[src/rtl/stage_wb.sv]
// -----------------------------------------------------------------------------
// stage_wb -- writeback stage of the five-stage RISC-V pipeline.
//
// Accepts one instruction per cycle from the memory stage. It waits for the
// data-memory response on loads, and extracts bytes or halfwords with sign or
// zero extension. It then drives a registered one-cycle register-file write
// pulse into decode.
//
// Ports
//   clk, rst        rising-edge clock, synchronous active-high reset
//   in_valid        memory stage presents an instruction
//   in_ready        stage can accept (state-decoded, IDLE)
//   alu_res         ALU result / load address
//   pc_addr_in      PC of the instruction (used for PC+4 writeback)
//   rd_addr_in      destination register
//   rd_wen_in       instruction writes rd
//   wb_ctl          00 ALU, 01 load, 10 PC+4, 11 ALU
//   byt_typ         load funct3 (LB/LH/LW/LBU/LHU, others act as LW)
//   dmem_rvalid     load data valid this cycle
//   dmem_rdata      aligned word from data memory
//   rd_addr_out     regfile write address (held between retires)
//   rd_wen_out      regfile write enable, one-cycle pulse per retire
//   wb_out          regfile write data (held between retires)
//   stall_en        hold upstream while a load is outstanding
//   retire_cnt      retired-instruction count, wraps at 2^32
// -----------------------------------------------------------------------------
module stage_wb #(
   parameter int WORD_WIDTH     = 32,
   parameter int INS_ADDR_WIDTH = 32,
   parameter int REG_ADDR_WIDTH = 5
) (
   input  logic                      clk,
   input  logic                      rst,
   input  logic                      in_valid,
   output logic                      in_ready,
   input  logic [WORD_WIDTH-1:0]     alu_res,
   input  logic [INS_ADDR_WIDTH-1:0] pc_addr_in,
   input  logic [REG_ADDR_WIDTH-1:0] rd_addr_in,
   input  logic                      rd_wen_in,
   input  logic [1:0]                wb_ctl,
   input  logic [2:0]                byt_typ,
   input  logic                      dmem_rvalid,
   input  logic [WORD_WIDTH-1:0]     dmem_rdata,
   output logic [REG_ADDR_WIDTH-1:0] rd_addr_out,
   output logic                      rd_wen_out,
   output logic [WORD_WIDTH-1:0]     wb_out,
   output logic                      stall_en,
   output logic [31:0]               retire_cnt
);

   typedef enum logic [0:0] {
      IDLE      = 1'b0,
      WAIT_LOAD = 1'b1
   } state_e;

   localparam logic [1:0] WB_LOAD = 2'b01;
   localparam logic [1:0] WB_PC4  = 2'b10;

   localparam logic [2:0] F3_LB  = 3'b000;
   localparam logic [2:0] F3_LH  = 3'b001;
   localparam logic [2:0] F3_LBU = 3'b100;
   localparam logic [2:0] F3_LHU = 3'b101;

   // Extracts the addressed byte/halfword from an aligned word. Undefined
   // funct3 encodings fall through to a full-word load.
   function automatic logic [WORD_WIDTH-1:0] load_extract(
      input logic [2:0]            f3,
      input logic [1:0]            offset,
      input logic [WORD_WIDTH-1:0] data
   );
      logic [7:0]  byte_v;
      logic [15:0] half_v;
      byte_v = data[{offset, 3'b000} +: 8];
      half_v = offset[1] ? data[16 +: 16] : data[0 +: 16];
      case (f3)
         F3_LB:   load_extract = {{(WORD_WIDTH-8){byte_v[7]}}, byte_v};
         F3_LH:   load_extract = {{(WORD_WIDTH-16){half_v[15]}}, half_v};
         F3_LBU:  load_extract = {{(WORD_WIDTH-8){1'b0}}, byte_v};
         F3_LHU:  load_extract = {{(WORD_WIDTH-16){1'b0}}, half_v};
         default: load_extract = data;
      endcase
   endfunction

   state_e state_q, state_d;

   // Holding register for the instruction accepted from the memory stage.
   logic [WORD_WIDTH-1:0]     hold_alu_q;
   logic [INS_ADDR_WIDTH-1:0] hold_pc_q;
   logic [REG_ADDR_WIDTH-1:0] hold_rd_q;
   logic                      hold_wen_q;
   logic [1:0]                hold_ctl_q;
   logic [2:0]                hold_byt_q;

   logic [REG_ADDR_WIDTH-1:0] rd_addr_q, rd_addr_d;
   logic                      rd_wen_q, rd_wen_d;
   logic [WORD_WIDTH-1:0]     wb_q, wb_d;
   logic [31:0]               retire_cnt_q, retire_cnt_d;

   logic                      capture;
   logic                      retire;

   // Fields of the instruction being retired this cycle: straight from the
   // inputs when accepting in IDLE, from the holding register in WAIT_LOAD.
   logic [WORD_WIDTH-1:0]     cur_alu;
   logic [INS_ADDR_WIDTH-1:0] cur_pc;
   logic [REG_ADDR_WIDTH-1:0] cur_rd;
   logic                      cur_wen;
   logic [1:0]                cur_ctl;
   logic [2:0]                cur_byt;
   logic [INS_ADDR_WIDTH-1:0] cur_pc4;
   logic [WORD_WIDTH-1:0]     cur_val;

   // Handshake outputs are decoded from state only.
   assign in_ready = (state_q == IDLE);
   assign stall_en = (state_q == WAIT_LOAD);

   // NOTE: every signal written in an always_comb gets a default at the top;
   // a path that leaves one unassigned would infer a latch.
   always_comb begin
      state_d = state_q;
      capture = 1'b0;
      retire  = 1'b0;
      unique case (state_q)
         IDLE: begin
            if (in_valid) begin
               capture = 1'b1;
               if ((wb_ctl == WB_LOAD) && !dmem_rvalid) begin
                  state_d = WAIT_LOAD;
               end else begin
                  retire = 1'b1;
               end
            end
         end
         WAIT_LOAD: begin
            if (dmem_rvalid) begin
               retire  = 1'b1;
               state_d = IDLE;
            end
         end
         default: state_d = IDLE;
      endcase
   end

   always_comb begin
      if (state_q == IDLE) begin
         cur_alu = alu_res;
         cur_pc  = pc_addr_in;
         cur_rd  = rd_addr_in;
         cur_wen = rd_wen_in;
         cur_ctl = wb_ctl;
         cur_byt = byt_typ;
      end else begin
         cur_alu = hold_alu_q;
         cur_pc  = hold_pc_q;
         cur_rd  = hold_rd_q;
         cur_wen = hold_wen_q;
         cur_ctl = hold_ctl_q;
         cur_byt = hold_byt_q;
      end

      // PC+4 is computed at PC width then zero-extended or truncated.
      cur_pc4 = cur_pc + INS_ADDR_WIDTH'(4);
      case (cur_ctl)
         WB_LOAD: cur_val = load_extract(cur_byt, cur_alu[1:0], dmem_rdata);
         WB_PC4:  cur_val = WORD_WIDTH'(cur_pc4);
         default: cur_val = cur_alu;
      endcase

      // Address/data only move on a retire so they hold between pulses;
      // a write to x0 still retires but never raises the enable.
      rd_wen_d     = retire & cur_wen & (cur_rd != '0);
      rd_addr_d    = retire ? cur_rd  : rd_addr_q;
      wb_d         = retire ? cur_val : wb_q;
      retire_cnt_d = retire_cnt_q + {31'b0, retire};
   end

   // NOTE: sequential state uses non-blocking assignments so every register
   // samples the pre-edge values regardless of statement order.
   always_ff @(posedge clk) begin
      if (rst) begin
         state_q      <= IDLE;
         rd_wen_q     <= 1'b0;
         rd_addr_q    <= '0;
         wb_q         <= '0;
         retire_cnt_q <= '0;
      end else begin
         state_q      <= state_d;
         rd_wen_q     <= rd_wen_d;
         rd_addr_q    <= rd_addr_d;
         wb_q         <= wb_d;
         retire_cnt_q <= retire_cnt_d;
      end
   end

   // NOTE: the holding register is deliberately not reset; it is only read in
   // WAIT_LOAD, which can only be entered after a capture has loaded it.
   always_ff @(posedge clk) begin
      if (capture) begin
         hold_alu_q <= alu_res;
         hold_pc_q  <= pc_addr_in;
         hold_rd_q  <= rd_addr_in;
         hold_wen_q <= rd_wen_in;
         hold_ctl_q <= wb_ctl;
         hold_byt_q <= byt_typ;
      end
   end

   assign rd_addr_out = rd_addr_q;
   assign rd_wen_out  = rd_wen_q;
   assign wb_out      = wb_q;
   assign retire_cnt  = retire_cnt_q;

endmodule

[config.mk]
export PLATFORM = sky130hd
export DESIGN_NAME = stage_wb
export DESIGN_NICKNAME = d
export VERILOG_FILES = /design/src/rtl/stage_wb.sv
export SDC_FILE = /design/constraint.sdc
export NUM_CORES = 1
export LEC_CHECK = 0
export CAP_MARGIN = 10
export CORE_ASPECT_RATIO = 2
export CORE_MARGIN = 2
export CORE_UTILIZATION = 46
export DETAILED_ROUTE_END_ITERATION = 10
export PLACE_DENSITY_LB_ADDON = 0.05
export SETUP_SLACK_MARGIN = 0.2
export SLEW_MARGIN = 20
export SYNTH_ARGS = -nofsm -noshare
export SYNTH_HDL_FRONTEND = slang
export SYNTH_SLANG_ARGS = --single-unit
[constraint.sdc]
create_clock -name clk -period 5.5 [get_ports clk]
set_input_delay 1.65 -clock clk [delete_from_list [all_inputs] [get_ports clk]]
set_output_delay 1.65 -clock clk [all_outputs]
set_load 0.01 [all_outputs]
==> impl.org, run 1 <==
** Timing
- Counting I/O delays and the setup requirement, the final critical path takes 4150 ps.
- Slew HR :: 33.5%
- The final count of pins violating max slew is 0.
- Setup violations remaining at the end of the flow were counted as 0.
- Adding up every negative setup slack in the final design gives 0 ps.
- For the final database, setup skew stands at 8.51 ps.
- Setup repair after global routing left no endpoint under its margin.
- Measured slew at the worst slew-check pin :: roughly 1000 ps
- Max frequency :: 241 MHz
- Of the available clock period, the critical path in the final layout requires 75.5%.
- The hold violation count in the final report is 0.

** Global route
- For this run the aggregate overflow at the end of global routing stands at 0.
- Entering global routing, the biggest net connects 82 pins.
- Wire length of the first global-routing pass :: about 35000 um
- Initial antenna violation count :: 0
- GRT Util Overall :: 25.9%
- The number of global-route vias before repair was 6672.

** Clocking
- Clock-pin slew was measured on the worst setup and hold paths at 60 ps.
- Cell chosen for the clock root :: sky130_fd_sc_hd__clkbuf_16
- Num Clock Sinks :: 146
- For this design, the CTS-stage hold fixing added 0 buffers.
- The clock passes through at most 2 buffers.
- In this run the post-CTS setup repair buffer count came out at 0.
- TritonCTS built the clock tree.
- Number of gates given a new drive strength after cts :: 0
- At the later pin of the worst-skew pair, clock insertion delay measures between 400 and 500 ps.
- In this run, CTS created clock tree buffers numbering 17.
- The H-tree was split into 4 levels.

** Power and ir drop
- Share of power burned in registers :: about 44%
- Switching power as a share of total power :: 26.9%
- Part of the total power dissipated in the clock network :: 40.3%
- Internal Power :: 2.05 mW
- VDD sags by at most around 0.18 mV.
- For this design the static power due to leakage is 3.45 nW.
- Power spread over the standard cell area amounts to ~270 nW/um^2.
- In this run the power spent charging and discharging nets is 0.755 mW.
- Combinational share of power :: 15.3%

** Worst setup path
- On the worst path, the slowest cell contributes a delay of roughly 560 ps.
- In this run the worst path has a maximum fanout of 16.
- WP data arrival :: ~4500 ps
- The slowest stage of the critical path belongs to the cell sky130_fd_sc_hd__and2_1.
- Startpoint kind of the worst setup timing path :: primary input
- Delay-heaviest family, CP :: simple AND/OR/NAND/NOR gates
- Together, buffers and inverters on the worst path number 1.
- The setup path with the least slack is of type primary input to flop.
- STA classifies the critical path endpoint as a flop.
- Walking the worst path, the cells encountered are clkdlybuf4s50_1 -> mux2i_1 -> ha_1 -> nor2b_1 -> and2_1 -> a22oi_1 -> a311oi_1.
- At the worst endpoint, the required time is 5820 ps.

** Floorplanning
- Die outline width :: 96.1 um
- For this design the top-level I/O count stands at 183.
- Die extent in y :: 188 um
- After floorplanning, the core was divided into 67 placement rows.
- Once the floorplan was initialized, standard cells occupied between 40 and 50% of the core.
- The region available for standard cell placement spans around 17000 um^2.
- Floorplan die area :: 18100 um^2

** Route
- Average wire per cell in the routed design :: 20.9 um
- DRC violation total after the first TritonRoute iteration :: 422
- In the routed design, unresolved DRC markers number 0.
- The pre-antenna-repair detailed-routing pass consisted of 7 iterations.
- Via density :: 6.06
- Summed over all layers, the routed wires come to between 20000 and 25000 um.
- Once detail routing completed, the nets flagged for antenna violations numbered 0.
- The routed layout has 6869 vias.

** Placement
- I/O Buffers :: ~180
- Placer congestion estimate :: 0.891
- In this run, placement finished with an instance count of 1101.
- Detailed placement ended at an HPWL of 18000 um.

** Logic synthesis
- Of the total synthesized cell area, the portion taken by full adders, half adders and majority gates is 1.12%.
- During synthesis, Yosys emitted a total of 0 warnings.
- Summing the areas of all compound-gate instances in the mapped netlist gives 15.9% of the synthesized area.
- Mean instance size in the synthesized netlist :: 10.5 um^2
- Cell area after synthesis :: 7800 um^2
- After synthesis, the largest family of logic cells by area is simple AND/OR/NAND/NOR gates.
- After synthesis, the share of cell area in mux cells is 11.6%.
- The number of nets in the synthesized netlist is 863.
- Gate Count Post-Synth :: around 750
- Most frequent cells after synthesis :: 75 x sky130_fd_sc_hd__edfxtp_1, 71 x sky130_fd_sc_hd__dfxtp_1, 66 x sky130_fd_sc_hd__nor2_1
- Xor and xnor area share after synthesis :: between 4 and 5%
- Most frequently used cell type in the post-synthesis netlist :: sky130_fd_sc_hd__edfxtp_1
- In this run, synthesis produced a sequential element count of between 100 and 150.
- Largest cells by area after synthesis :: sky130_fd_sc_hd__edfxtp_1 29%, sky130_fd_sc_hd__dfxtp_1 18%, sky130_fd_sc_hd__mux2i_1 7.4%
- Portion of the post-synthesis area used by sequential elements :: 47.1%
- Yosys mapped the design onto 60 distinct sky130hd cell types.
- Cell type with the highest aggregate area in the netlist :: sky130_fd_sc_hd__edfxtp_1
- Synth async-reset ratio :: 0%
- The most used flip-flop cell after synthesis is sky130_fd_sc_hd__edfxtp_1.
- The synthesized design devotes to its leading area cell type 28.9% of total area.
- Synthesized-area fraction occupied by and/or/nand/nor cells :: 16.3%
- Yosys mapped a number of flops with a built-in enable equal to between 70 and 80.

** Job
- Across the run, the number of max-cap violations was 0.

** Finish
- The final layout contains around 1000 nets.
- From synthesis to final layout, the design area changed by 32.4%.
- The multi-input combinational cells in the finished layout cover a total of 3880 um^2.
- Number of antenna cells inserted :: 0
- Final Non-Filler Cells :: approximately 1100
- Share of post-route cells with drive strength above 1 :: 9.29%
- The filler cells instantiated in the layout total between 1000 and 1500.
- In the final layout, flip-flops and latches occupy between 3000 and 4000 um^2.

** Worst hold path
- The worst hold path belongs to the class flop to flop.

** Outcome
- Status :: completed
-- registers in the layout (all words and copies together), names as in the netlist --
name and cells:
hold_byt_q 3, rd_wen_out 1, rd_addr_out 5, hold_rd_q 5, hold_ctl_q 2, retire_cnt 32
hold_pc_q 32, hold_alu_q 32, hold_wen_q 1, wb_out 32, stall_en 1
-- path summary, 6_finish.rpt --
kind                            depth (start not counted)           start  slack, ps             end
worst max-delay path                                    7       wb_ctl[1]       1350      wb_out[26]
worst min register to register                          2  retire_cnt[31]        480  retire_cnt[31]
worst max register to register                          7        stall_en       2210      wb_out[28]
worst min-delay path                                    2  retire_cnt[31]        480  retire_cnt[31]
-- layout by cell type (no fill, tap or decap), types with 20 or more instances in the layout --
cell and instances:
sky130_fd_sc_hd__nor2_1 66, sky130_fd_sc_hd__o21ai_0 22, sky130_fd_sc_hd__xor2_1 26, sky130_fd_sc_hd__a22oi_1 20, sky130_fd_sc_hd__a21oi_1 37, sky130_fd_sc_hd__edfxtp_1 75, sky130_fd_sc_hd__nand3_1 39, sky130_fd_sc_hd__clkdlybuf4s50_1 181
sky130_fd_sc_hd__mux2_2 26, sky130_fd_sc_hd__dfxtp_1 70, sky130_fd_sc_hd__nand2_1 34, sky130_fd_sc_hd__mux2i_1 58, sky130_fd_sc_hd__nand4_1 23
-- per-layer routing --
metal	vias up	wire length (um)	track usage (%)
li1	3227	-	-
met1	3292	8530	27.9
met2	292	12700	46.3
met3	58	1430	4.82
met4	0	1110	13.6
met5	-	0	0
-- tightest hold or removal path, cell delays in order, from the launching register on --
cell and delay [ps]:
sky130_fd_sc_hd__dfxtp_1 310, sky130_fd_sc_hd__o21ai_0 70, sky130_fd_sc_hd__a21oi_1 60
-- power by group through the flow --
stage / sequential, mW / clock [mW] / combinational (mW)
final: 1.25 / 1.13 / 0.430
after global routing: 1.25 / 1.20 / 0.460
after CTS: 1.25 / 1.15 / 0.427
after detailed placement: 1.27 / 0 / 0.425
after global placement: 1.27 / 0 / 0.417
after floorplan: 1.27 / 0 / 0.198
-- stage by stage --
stage / cell area, um^2 / hold slack, ps / utilization, % / power [mW] / worst slack [ps]
after global placement: 9750 / 472 / 58.4 / 1.68 / 1060
final: 10300 / 485 / 61.9 / 2.81 / 1350
after global routing: 10300 / 510 / 61.9 / 2.91 / 1180
after floorplan: 7800 / 502 / - / 1.47 / 1420
after CTS: 10300 / 492 / 61.9 / 2.83 / 1370
after detailed placement: 9750 / 478 / 58.4 / 1.69 / 982
-- logic make-up after synthesis --
family	after synthesis
multiplexers	86
AO/OA/AOI/OAI	175
adder cells (fa/ha/maj)	7
XOR/XNOR	42
buffers and inverters	53
flip-flops	146
AND/OR/NAND/NOR	236
-- layout make-up --
class	instances	area share, %
Clock inverter	15	1.44
Timing Repair Buffer	193	18.4
Tap cell	207	2.51
Multi-Input combinational cell	546	37.6
Inverter	9	0.327
Clock buffer	17	4.12
Sequential cell	146	35.6
Power figures use the tool's default switching activity.
==> run 2, diff against run 1 <==
--- a/config.mk
+++ b/config.mk
@@ -8,7 +8,7 @@
 export CAP_MARGIN = 10
 export CORE_ASPECT_RATIO = 2
 export CORE_MARGIN = 2
-export CORE_UTILIZATION = 46
+export CORE_UTILIZATION = 51
 export DETAILED_ROUTE_END_ITERATION = 10
 export PLACE_DENSITY_LB_ADDON = 0.05
 export SETUP_SLACK_MARGIN = 0.2
==> constraint.sdc (replaced) <==
create_clock -name clk -period 3.9 [get_ports clk]
set_input_delay 1.17 -clock clk [delete_from_list [all_inputs] [get_ports clk]]
set_output_delay 1.17 -clock clk [all_outputs]
set_load 0.01 [all_outputs]
==> run 2 against run 1 <==
First-iteration DRC count up 48%. Sequential share of layout area shrank 0.32 points. Setup slack got worse by 940 ps. Flip-flop and latch count stayed put. Clock power grew 42%. Critical endpoint is now wb_out[31]. Largest power group unchanged. Highest routed layer unchanged.
==> impl.org, run 2 (synthesis gave the netlist of run 1 again) <==
** Outcome
- The flow ran to the end, and the final reports show no timing, DRC or antenna violations.

** Clocking
- TritonCTS built the clock tree.
- Post-CTS Setup Repair Bufs :: 0 (unchanged)
- The number of H-tree levels was 4 (unchanged).
- Clk slew on worst S/H paths :: 60 ps (about the same)
- Cts bufs inserted :: 17 (unchanged)
- Maximum count of clock buffers along a single path :: 2 (unchanged)
- The quantity of gates resized following cts came to 0 (unchanged).
- Hold-fix buffer count after cts :: 0 (unchanged)
- The TritonCTS sink count came to 146 (unchanged).
- The clock insertion delay at the later pin of the skew report is 430 ps (about the same).
- The cell sitting at the root of the clock tree is a sky130_fd_sc_hd__clkbuf_16.

** Worst setup path
- STA classifies the critical path startpoint as a primary input.
- The depth of the most critical reg-to-reg path is 6 (-1).
- In this run the critical register-to-register path is captured at wb_out[31].
- Startpoint of the most critical register-to-register path :: stall_en
- Type of element capturing the critical path :: flop
- Reg2reg setup slack :: 760 ps (-1450 ps)
- Maximum fanout along the worst path :: 13 (-3)
- The arrival time reported for the critical path endpoint is 3720 ps (-750 ps).
- The setup path with the least slack is of type primary input to flop.
- Required time of the worst setup path :: 4130 ps (-1690 ps)

** Floorplanning
- Core area :: 15100 um^2 (-9.3%)
- # rows :: 64 (-4.5%)
- Floorplan die area :: 16400 um^2 (-9.5%)
- Boundary Pins :: 183 (unchanged)
- Die extent in y :: 179 um (-4.9%)
- Die outline width :: 91.4 um (-4.8%)
- Starting density of the core :: 51.5% (+4.8 points)

** Route
- Drt pass-1 iters :: 5 (-2)
- The total wirelength of the detailed-routed design came to 22800 um (-4.0%).
- DRC violation total after the first TritonRoute iteration :: 625 (+48%)
- Post-detailed-route DRC marker count :: 0 (unchanged)
- The post-route antenna net violation count was 0 (unchanged).
- Average wire per cell in the routed design :: 20.0 um (-4.3%)
- Via density :: 6.03 (-0.48%)
- Via count :: 6860 (-0.13%)

** Timing
- The final worst slack was 411 ps (-937 ps).
- The worst path uses 89.5% of the clock period.
- Total negative slack for setup checks :: 0 ps (unchanged)
- Static timing analysis puts the maximum clock frequency at 287 MHz.
- The final count of pins violating max slew is 0 (unchanged).
- Setup repair after global routing missed its margin :: false
- Final count of negative-setup-slack endpoints :: 0 (unchanged)
- The headroom to the max-slew limit is 25.6% (-7.9 points).
- Clock skew :: 12.4 ps (+3.93 ps)
- The clock period could shrink to between 3000 and 4000 ps.
- The hold violation count in the final report is 0 (unchanged).
- Measured slew at the worst slew-check pin :: 1120 ps (+118 ps)

** Global route
- Congestion Overflow GR :: 0 (unchanged)
- The number of antenna violations at the first check in global routing came to 0 (unchanged).
- The number of global-route vias before repair is 6724 (+0.78%).
- Wire length of the first global-routing pass :: 35300 um (about the same)
- GRT Util Overall :: 27.6% (+1.6 points)
- Pin count of the biggest net entering global routing :: 76 (-7.3%)

** Finish
- Leading cell type in the layout, fill and taps excluded :: sky130_fd_sc_hd__clkdlybuf4s50_1
- The number of inserted diodes came to 0 (unchanged).
- Commonest non-fill, non-tap cells in the layout :: 181 x sky130_fd_sc_hd__clkdlybuf4s50_1, 75 x sky130_fd_sc_hd__edfxtp_1, 70 x sky130_fd_sc_hd__dfxtp_1
- Number of nets at the end of the flow :: 1044 (+1.3%)
- Compared with the post-synthesis result, the final layout area differs by 33.6%.
- The fraction of layout instances using a drive strength above 1 came to 10.4% (+1.1 points).

** Placement
- The placer congestion estimate is 0.954 (+7.1%).
- The worst setup slack after placement was 135 ps (-847 ps).
- The final HPWL from detailed placement is 16300 um (-9.0%).
- The quantity of I/O buffers inserted on ports came to 182 (unchanged).

** Power and ir drop
- The part of the power in combinational logic was 15.4% (about the same).
- The part of the power in the clock network was 40.5% (+0.2 points).
- The internal power of the cells was 2.87 mW (+40%).
- The worst ir drop on vdd came to 0.302 mV (+68%).
- The leakage power total is 3.54 nW (+2.6%).
- Power spent charging and discharging nets :: 1.11 mW (+47%)
- The power per cell area was 382 nW/um^2 (+41%).
- Switching power as a share of total power :: 27.8% (+0.90 points)
- Share of power burned in registers :: 44.1% (-0.3 points)

** Job
- The number of violations of the max-capacitance limit came to 0 (unchanged).

** Worst hold path
- Hold wc startpoint :: retire_cnt[31]
- In this run the worst hold path is classified as flop to flop.
- Worst hold stages :: 2 (unchanged)
- WHS Endpoint :: retire_cnt[31]
## run 2: changes by cell type in the layout (fill, tap and decap cells not counted), sizes merged
cell | before | now
inv | 13 | 20
clkinv | 7 | 3
clkbuf | 17 | 18
bufinv | 1 | 0
buf | 12 | 25
clkinvlp | 3 | 0
## run 2: worst max-delay path by stage
stage	start	slack, ps	end	depth (start not counted)
6_report	alu_res[1]	410	wb_out[31]	7
5_1_grt	alu_res[1]	270	wb_out[31]	7
4_1_cts	alu_res[1]	520	wb_out[31]	7
3_5_place_dp	alu_res[1]	130	wb_out[26]	7
3_3_place_gp	wb_ctl[0]	280	retire_cnt[18]	14
2_1_floorplan	wb_ctl[0]	300	retire_cnt[22]	14
## run 2: metal layers
layer	vias up	share of wire [%]	global-route usage [%]
met3	41	6.7	4.25
met2	298	48	44.8
met4	0	3.8	12.8
met1	3280	42	36.0
met5	-	0	0
li1	3241	-	-
## run 2: through the flow
step,util [%],instance area (um^2),power (mW),std cells,hold slack (ps)
2_1_floorplan,-,7810,2.07,745,502
3_3_place_gp,65.1,9850,2.38,1105,474
3_5_place_dp,65.1,9850,2.39,1105,485
4_1_cts,68.8,10400,4.00,1137,498
5_1_grt,68.8,10400,4.11,1137,524
6_report,68.8,10400,3.98,1137,490
## run 2: power by group through the flow
stage	Combinational (mW)	Clock, mW	Sequential (mW)
after floorplan	0.279	0	1.79
after global placement	0.597	0	1.79
after detailed placement	0.606	0	1.79
after CTS	0.611	1.63	1.75
after global routing	0.660	1.68	1.76
final	0.615	1.61	1.76
## run 2: final cells by class
type / instances / area [um^2]
multi-input cells: 546 / 3880
repair buffers: 206 / 2010
well taps: 198 / 248
inverters: 9 / 33.8
clock inverters: 14 / 133
fillers: 1165 / 4720
clock buffers: 18 / 439
flip-flops and latches: 146 / 3680
## run 2: worst max-delay path, stage by stage
cell,delay [ps]
sky130_fd_sc_hd__clkdlybuf4s50_1,480
sky130_fd_sc_hd__mux2_4,360
sky130_fd_sc_hd__mux2i_1,250
sky130_fd_sc_hd__nor2b_1,190
sky130_fd_sc_hd__a211oi_1,100
sky130_fd_sc_hd__a21oi_1,910
sky130_fd_sc_hd__a311oi_1,260
